<file path="src/rtl/ar_txd_fifo_pkg.sv">
// rtl/ar_txd_fifo_pkg.sv - shared constants, state encodings and word helpers for the ARINC-429 transmitter
package ar_txd_fifo_pkg;

    localparam int WORD_W = 32;
    localparam int FIFO_W = 31;

    localparam logic [1:0] ST_IDLE   = 2'd0;
    localparam logic [1:0] ST_BIT_HI = 2'd1;
    localparam logic [1:0] ST_BIT_LO = 2'd2;
    localparam logic [1:0] ST_GAP    = 2'd3;

    function automatic int unsigned rate_of(input logic [1:0] nvel);
        case (nvel)
            2'd0:    return 12_500;
            2'd1:    return 50_000;
            2'd2:    return 100_000;
            default: return 250_000;
        endcase
    endfunction

    function automatic int unsigned half_clks(input int unsigned clk_hz, input logic [1:0] nvel);
        return clk_hz / (2 * rate_of(nvel));
    endfunction

    // Label goes out MSB first, data LSB first, odd parity last; shifted out from bit 31.
    function automatic logic [WORD_W-1:0] build_word(input logic [FIFO_W-1:0] d);
        logic [22:0] r;
        for (int i = 0; i < 23; i++) begin
            r[22-i] = d[i];
        end
        return {d[30:23], r, ~^d};
    endfunction

endpackage

</file>
<file path="src/rtl/ar_word_fifo.sv">
// rtl/ar_word_fifo.sv - word FIFO with registered full/empty/level flags
module ar_word_fifo #(
    parameter int W     = 31,
    parameter int DEPTH = 4
) (
    input  logic                     clk,
    input  logic                     rst_n,
    input  logic                     push,
    input  logic [W-1:0]             wr_data,
    input  logic                     pop,
    output logic [W-1:0]             rd_data,
    output logic                     full,
    output logic                     empty,
    output logic [$clog2(DEPTH):0]   level
);

    localparam int PW = $clog2(DEPTH);
    localparam int LW = PW + 1;

    logic [W-1:0]  mem [DEPTH];
    logic [PW-1:0] wr_ptr;
    logic [PW-1:0] rd_ptr;
    logic [LW-1:0] level_nxt;
    logic          do_push;
    logic          do_pop;

    // A full FIFO still takes a word when the same edge frees a slot.
    assign do_pop  = pop && !empty;
    assign do_push = push && (!full || do_pop);
    assign rd_data = mem[rd_ptr];

    always_comb begin
        level_nxt = level;
        case ({do_push, do_pop})
            2'b10:   level_nxt = level + LW'(1);
            2'b01:   level_nxt = level - LW'(1);
            default: level_nxt = level;
        endcase
    end

    always_ff @(posedge clk or negedge rst_n) begin
        if (!rst_n) begin
            wr_ptr <= '0;
            rd_ptr <= '0;
            level  <= '0;
            full   <= 1'b0;
            empty  <= 1'b1;
        end else begin
            if (do_push) wr_ptr <= wr_ptr + PW'(1);
            if (do_pop)  rd_ptr <= rd_ptr + PW'(1);
            level <= level_nxt;
            full  <= (level_nxt == LW'(DEPTH));
            empty <= (level_nxt == '0);
        end
    end

    always_ff @(posedge clk) begin
        if (do_push) mem[wr_ptr] <= wr_data;
    end

endmodule

</file>
<file path="src/rtl/ar_txd_fifo.sv">
// rtl/ar_txd_fifo.sv - buffered ARINC-429 bipolar-RZ transmitter with per-word rate latch and inter-word gap
module ar_txd_fifo
    import ar_txd_fifo_pkg::*;
#(
    parameter int CLK_HZ   = 50_000_000,
    parameter int DEPTH    = 4,
    parameter int GAP_BITS = 4
) (
    input  logic                     clk,
    input  logic                     rst_n,
    input  logic [1:0]               Nvel,
    input  logic [7:0]               ADR,
    input  logic [22:0]              DAT,
    input  logic                     st,
    output logic                     full,
    output logic                     empty,
    output logic [$clog2(DEPTH):0]   level,
    output logic                     busy,
    output logic                     drop,
    output logic                     done,
    output logic                     TXD1,
    output logic                     TXD0
);

    localparam int unsigned H0   = half_clks(CLK_HZ, 2'd0);
    localparam int unsigned H1   = half_clks(CLK_HZ, 2'd1);
    localparam int unsigned H2   = half_clks(CLK_HZ, 2'd2);
    localparam int unsigned H3   = half_clks(CLK_HZ, 2'd3);
    localparam int unsigned GMAX = GAP_BITS * 2 * H0;
    localparam int          CW   = $clog2(GMAX);

    localparam logic [CW-1:0] HM1_0 = CW'(H0 - 1);
    localparam logic [CW-1:0] HM1_1 = CW'(H1 - 1);
    localparam logic [CW-1:0] HM1_2 = CW'(H2 - 1);
    localparam logic [CW-1:0] HM1_3 = CW'(H3 - 1);
    localparam logic [CW-1:0] GM1_0 = CW'(GAP_BITS * 2 * H0 - 1);
    localparam logic [CW-1:0] GM1_1 = CW'(GAP_BITS * 2 * H1 - 1);
    localparam logic [CW-1:0] GM1_2 = CW'(GAP_BITS * 2 * H2 - 1);
    localparam logic [CW-1:0] GM1_3 = CW'(GAP_BITS * 2 * H3 - 1);

    logic [1:0]        state;
    logic [CW-1:0]     cnt;
    logic [4:0]        bit_cnt;
    logic [WORD_W-1:0] sreg;
    logic [1:0]        nvel_q;
    logic [CW-1:0]     half_m1;
    logic [CW-1:0]     gap_m1;
    logic [FIFO_W-1:0] rd_data;
    logic              pop;

    assign pop = (state == ST_IDLE) && !empty;

    ar_word_fifo #(
        .W     (FIFO_W),
        .DEPTH (DEPTH)
    ) u_fifo (
        .clk     (clk),
        .rst_n   (rst_n),
        .push    (st),
        .wr_data ({ADR, DAT}),
        .pop     (pop),
        .rd_data (rd_data),
        .full    (full),
        .empty   (empty),
        .level   (level)
    );

    always_comb begin
        half_m1 = HM1_3;
        gap_m1  = GM1_3;
        case (nvel_q)
            2'd0:    begin half_m1 = HM1_0; gap_m1 = GM1_0; end
            2'd1:    begin half_m1 = HM1_1; gap_m1 = GM1_1; end
            2'd2:    begin half_m1 = HM1_2; gap_m1 = GM1_2; end
            default: begin half_m1 = HM1_3; gap_m1 = GM1_3; end
        endcase
    end

    // Line outputs are registered from the current state, so they trail the FSM by one clock.
    always_ff @(posedge clk or negedge rst_n) begin
        if (!rst_n) begin
            state   <= ST_IDLE;
            cnt     <= '0;
            bit_cnt <= '0;
            sreg    <= '0;
            nvel_q  <= '0;
            busy    <= 1'b0;
            done    <= 1'b0;
            drop    <= 1'b0;
            TXD1    <= 1'b0;
            TXD0    <= 1'b0;
        end else begin
            drop <= st && full && !pop;
            done <= 1'b0;
            TXD1 <= (state == ST_BIT_HI) &&  sreg[WORD_W-1];
            TXD0 <= (state == ST_BIT_HI) && !sreg[WORD_W-1];
            case (state)
                ST_IDLE: begin
                    if (!empty) begin
                        sreg    <= build_word(rd_data);
                        nvel_q  <= Nvel;
                        bit_cnt <= '0;
                        cnt     <= '0;
                        busy    <= 1'b1;
                        state   <= ST_BIT_HI;
                    end
                end
                ST_BIT_HI: begin
                    if (cnt == half_m1) begin
                        cnt   <= '0;
                        state <= ST_BIT_LO;
                    end else begin
                        cnt <= cnt + CW'(1);
                    end
                end
                ST_BIT_LO: begin
                    if (cnt == half_m1) begin
                        cnt <= '0;
                        if (bit_cnt == 5'd31) begin
                            state <= ST_GAP;
                        end else begin
                            sreg    <= sreg << 1;
                            bit_cnt <= bit_cnt + 5'd1;
                            state   <= ST_BIT_HI;
                        end
                    end else begin
                        cnt <= cnt + CW'(1);
                    end
                end
                default: begin
                    if (cnt == gap_m1) begin
                        cnt   <= '0;
                        done  <= 1'b1;
                        busy  <= 1'b0;
                        state <= ST_IDLE;
                    end else begin
                        cnt <= cnt + CW'(1);
                    end
                end
            endcase
        end
    end

endmodule

</file>
<file path="config.mk">
export PLATFORM = sky130hd
export DESIGN_NAME = ar_txd_fifo
export DESIGN_NICKNAME = d
export VERILOG_FILES = /design/src/rtl/ar_txd_fifo_pkg.sv /design/src/rtl/ar_word_fifo.sv /design/src/rtl/ar_txd_fifo.sv
export SDC_FILE = /design/constraint.sdc
export NUM_CORES = 1
export LEC_CHECK = 0
export BUFFER_PORTS_ARGS = -buffer_cell sky130_fd_sc_hd__buf_2
export CORE_AREA = 2 2 103 179
export CTS_CLUSTER_SIZE = 14
export DETAILED_ROUTE_END_ITERATION = 10
export DIE_AREA = 0 0 105 181
export HOLD_SLACK_MARGIN = 0.05
export PLACE_DENSITY = 0.78
export REMOVE_ABC_BUFFERS = 1
export SYNTH_ARGS = -nofsm -noshare
export SYNTH_HDL_FRONTEND = slang
export SYNTH_SLANG_ARGS = --single-unit
</file>
<file path="constraint.sdc">
create_clock -name clk -period 7 [get_ports clk]
set_clock_uncertainty 0.05 [all_clocks]
set_input_delay 0.7 -clock clk [delete_from_list [all_inputs] [get_ports clk]]
set_output_delay 0.7 -clock clk [all_outputs]
set_load 0.005 [all_outputs]
</file>
# Word level (Yosys, flattened, before mapping)
# Memories as Yosys holds them, arrays and structs flattened.
# Index checks and enable logic that the tools add are counted.
[totals]
memories = 1
ram_bits = 124
wordCells = 91
out_inout_bits = 10
input_bits = 36
ff_bits = 69
[op_classes]
mux = 28
n_bitwise = 2
n_reduce_logical = 25
n_eq_ne = 14
n_addsub = 6
[mem_list]
columns = ["memory", "depth", "word_bits", "read_ports", "rd_clocked_by_memory_dff", "wr", "line_no", "text"]
rows = [
  ["u_fifo.mem", 4, 31, 1, 0, 1, "ar_word_fifo.sv:20", "logic [W-1:0] mem [DEPTH];"],
]
[ops]
columns = ["op", "n"]
rows = [
  ["$mux W32", 3],
  ["$pmux W32 S2", 1],
  ["$mux W14", 3],
  ["$pmux W14 S3", 1],
  ["$pmux W11 S3", 1],
  ["$reduce_xnor A31 Y1", 1],
  ["$eq A14 B14 Y1", 2],
  ["$pmux W14 S2", 1],
  ["$mux W5", 3],
  ["$add A14 B1 Y14 const B", 1],
  ["$mux W2", 5],
  ["$pmux W5 S2", 1],
  ["$reduce_and A4 Y1", 2],
  ["$logic_and A1 B1 Y1", 7],
  ["$eq A2 B1 Y1 const B", 3],
  ["$eq A2 B2 Y1 const B", 3],
  ["$mux W1", 6],
  ["$ne A2 B2 Y1 const B", 3],
  ["$pmux W2 S3", 1],
  ["$pmux W3 S2", 1],
  ["$add A5 B1 Y5 const B", 1],
  ["$eq A5 B5 Y1 const B", 1],
  ["$add A2 B1 Y2 const B", 2],
  ["$logic_not A1 Y1", 4],
  ["15 further kinds", 18],
]

# Logic depth before layout (Yosys ltp)
[depth]
depth_word = 8
mapped_depth = 11

# Modules after synthesis
# A second synthesis with hierarchy kept.
[unflattened]
cells_unflattened = 562
hier_area_um2 = 8455.6
[modules_own_cells]
columns = ["module", "seq_area_each_um2", "cells_per_inst", "n_inst", "area_per_inst_um2"]
rows = [
  ["ar_word_fifo", 3950.0, 208, 1, 5028.6],
  ["ar_txd_fifo", 1501.4, 354, 1, 3427.0],
]

# Least setup slack after synthesis
# Ideal clock, no wire load.
[synth_timing]
path_kind = "register to register"
from = "reg nvel_q[0]"
to = "reg sreg[1]"
period_less_slack_ns = 2.793
t_required_ns = 6.825
path_stages_with_launch = 10
setup_ns = 0.125
n_path_buf = 1
arrival_time_ns = 2.619
path_slack_ns = 4.207
cell_sequence = "dfrtp_1 > inv_1 > ha_1 > or4_1 > a211oi_1 > nand4_1 > or2_1 > a21oi_4 > buf_4 > mux2_2"
[synth_between]
elab_chain_len = 5
elab_cells_between_ends = 7
cone_classes = "4 x eq/ne; 1 x mux; 2 x reduce/logical"
[synth_rtl]
columns = ["element", "line_no", "text"]
rows = [
  ["from (decl)", "ar_txd_fifo.sv:45", "logic [1:0] nvel_q;"],
  ["from (signal assigned)", "ar_txd_fifo.sv:101", "nvel_q <= Nvel;"],
  ["$eq A2 B2 Y1, or another cell as far along", "ar_txd_fifo.sv:71", "case (nvel_q)"],
  ["$pmux W11 S3 (*)", "ar_txd_fifo.sv:71", ""],
  ["$eq A14 B14 Y1 (*)", "ar_txd_fifo.sv:117", "if (cnt == half_m1) begin"],
  ["$ne A2 B2 Y1 (no source line) (*)", "-", ""],
  ["$reduce_and A4 Y1 (no source line) (*)", "-", ""],
  ["to (signal assigned)", "ar_txd_fifo.sv:100", "sreg <= build_word(rd_data);"],
  ["to (signal assigned)", "ar_txd_fifo.sv:122", "sreg <= sreg << 1;"],
  ["to (decl)", "ar_txd_fifo.sv:44", "logic [WORD_W-1:0] sreg;"],
]
# Mark *: on every way between the ends. The rest lies on a longest branch, timed or not.
# A chain may end at the register's enable or synchronous reset.

# Worst setup path in the final report
[layout_timing]
from = "reg nvel_q[0]"
to = "reg sreg[6]"
# The elaborated chain is that of the path after synthesis.

==> run metrics <==
Synth top area share 43.29%; CP max-delay cell a21oi_4; clock sink count 193; Primary FF master, synth edfxtp_1; Starting Density 49.27%; synthesized flop and latch total 193; post-synthesis compound-gate area fraction 3.651%; outcome finished, final reports clean; Worst path max stage delay 0.86 ns; area of the multi-input gates 2960 um2; Post-layout nets 622; total CTS buffers 17; clock latency on the worst-skew pair 0.43 ns; detailed placer's ending HPWL 10240 um; H-Tree Depth 4; hold_buf cts 0; WS Path Type flip-flop to flip-flop; CP delay by family, top simple AND/OR/NAND/NOR gates; Worst Path Required 7.26 ns; core area 17460 um2; Residual DRC 0; Synth Warn # 0; Register Area 5453 um2; Layout fillers 1397; Least-Margin Pin Slew 1.061 ns; HP Class input port to flip-flop; clk buf depth 2; crit path cell chain inv_1 -> ha_1 -> or4_1 -> a211oi_1 -> nand4_1 -> or2_1 -> a21oi_4 -> mux2_2; Post-Synth XOR/XNOR Area 5.644%; final setup violation count 0; Power Density 500.3 nW/um2; vias per cell 5.578; Synth Cell Area 8601 um2; Final Wtd Congestion 0.8754; router iterations before antenna repair 4; Global Route Usage Sum 17.63%; die area 19010 um2; Root Buffer clkbuf_16; number of diodes 0; I/O Buffers 45; FMAX 265.1 MHz; site row count 64; Worst setup EP type flip-flop; largest family of logic cells by synthesized area multiplexers; DR WL/cell 19.79 um; asr flop ratio synth 35.75%; Area Overhead vs Synth 11.94%; mux contribution to synthesized area 17.37%; Final Cycle Share 53.88%; Final TNS setup 0 ns; largest net degree at the start of global routing 70; RSZ-0062 raised after global routing no; Max-Cap Viols 0; initial antenna violation count 0; I/O pin cnt 46; DIE WIDTH 105 um; syn avg cell area 16.77 um2; Gate Count Post-Synth 513; Critical Path AT 4.04 ns; startpoint types flip-flop; adder-cell area share of the yosys netlist 2.851%; post-synthesis sequential area ratio 63.38%; Slew headroom 29.09%; area leader, netlist edfxtp_1; remaining antenna violation count after routing 0; Critical path buffers and inverters 1; Post-synth EDFFs 124; Simple-Gate Fraction of Synth Area 4.903%; Post-CTS Setup Inserts 0; Routed WL 16050 um; post-cts sizing count 0; largest cells by area after synthesis edfxtp_1, dfrtp_1, mux2_2; max-slew violations 0; CTS tree built; vias in the first global route 5028; unique cell type count in the Yosys netlist 55; GRT overflow 0; crit path time final 3.772 ns; Pleak 3.687 nW; initial DRC count 246; clock slew seen by the registers of the worst setup and hold paths 0.07 ns; worst-path maximum fanout 33; Via Count 4524; global-route wire length before repair 25770 um; fraction of layout cells with a size suffix above 1 30.00%; Final Util 55.15%; final hold vios 0; die height 181 um; Worst IR Drop VDD 0.5282 mV
==> cell usage in the layout, fill, tap and decap left out, types with 6 or more instances in the layout <==
master	count
edfxtp_1	124
dfrtp_1	67
mux2_2	66
buf_2	45
xnor2_1	29
o21ai_0	18
ha_1	18
clkbuf_16	18
nor2_1	17
mux4_2	17
nand2_1	14
mux4_1	14
inv_1	13
xor2_1	12
nand3_1	10
a22o_1	9
buf_4	8
and2_1	7
nor2b_1	7
and3_1	6
nor3_1	6
==> cell families after synthesis <==
group,Yosys count
flops,193
mux,97
simple gates,81
xor+xnor,47
compound gates,44
buf+inv,32
fa+ha+maj,19
==> metal layers <==
| metal | track usage (%) | vias up | wire length (um) |
|---|---|---|---|
| met5 | 0 | - | 0 |
| met4 | 8.533 | 0 | 434 |
| met3 | 3.283 | 30 | 389 |
| met2 | 33.14 | 84 | 9066 |
| met1 | 18.55 | 2353 | 6162 |
| li1 | - | 2057 | - |
==> worst register-to-register path: cells and delay by family (launching register included) <==
family | cells | cell delay (ns)
compound gates | 2 | 1.15
fa+ha+maj | 1 | 0.28
buf+inv | 1 | 0.13
flops | 1 | 0.44
mux | 1 | 0.45
simple gates | 3 | 1.17
==> worst paths after layout <==
| kind | from | end | slack, ns | cells past startpoint |
|---|---|---|---|---|
| worst max register to register | nvel_q[0]$_DFFE_PN0P_ | sreg[6]$_DFFE_PN0P_ | 3.23 | 8 |
| worst min-delay path | DAT[20] | u_fifo.mem[1][20]$_DFFE_PP_ | 0.43 | 1 |
| min in group asynchronous | rst_n | sreg[24]$_DFFE_PN0P_ | 0.45 | 2 |
| worst max-delay path | nvel_q[0]$_DFFE_PN0P_ | sreg[6]$_DFFE_PN0P_ | 3.23 | 8 |
| max in group asynchronous | rst_n | u_fifo.rd_ptr[0]$_DFFE_PN0P_ | 5.82 | 2 |
| worst min register to register | sreg[29]$_DFFE_PN0P_ | sreg[29]$_DFFE_PN0P_ | 0.45 | 1 |
==> cells in the mapped netlist, types with 2 or more instances <==
cell	n
mux2_2	66
xnor2_2	2
inv_1	13
nand2_1	14
xor2_1	12
buf_4	4
xnor3_1	3
nor2b_1	7
buf_2	3
nand3_1	10
buf_12	2
xnor2_1	29
nand4_1	3
clkbuf_1	6
dfrtp_1	68
o21ai_0	18
mux4_2	17
and2_1	7
nand2b_1	2
or4_1	2
nor3_1	6
a221o_1	2
ha_1	18
nor2_1	17
mux4_1	14
a211oi_1	2
a22o_1	9
edfxtp_1	124
and3_1	6
a21oi_1	2
==> report_power, final <==
group          switching [mW]  internal [mW]
sequential              0.126           1.53
combinational           0.991           1.20
clock                   0.405          0.562
==> layout make-up <==
class / instances / share of cell area [%]
flip-flops and latches: 193 / 56.63
multi-input cells: 288 / 30.75
clock buffers: 23 / 5.016
well taps: 231 / 3.002
repair buffers: 53 / 2.963
clock inverters: 9 / 1.092
inverters: 14 / 0.5458
==> stage by stage <==
step	power (mW)	cell area [um2]	hold WS [ns]	std cells	setup WS, ns
floorplan	3.387	8464	0.3544	495	3.488
global placement	3.795	9040	0.4276	779	3.535
detailed placement	3.887	9040	0.4421	779	3.343
CTS	4.877	9628	0.4115	811	3.265
global route	5.086	9628	0.4214	811	3.099
finish	4.817	9628	0.4326	811	3.228
==> registers in the layout, summed over array words and instances (netlist names) <==
signal	cells
u_fifo.wr_ptr	2
busy	1
sreg	32
u_fifo.empty	1
nvel_q	2
state	2
cnt	14
done	1
bit_cnt	5
u_fifo.level	3
u_fifo.rd_ptr	2
TXD0	1
drop	1
u_fifo.full	1
TXD1	1
u_fifo.mem	124
Note: power is estimated with default switching activity, not from simulation.
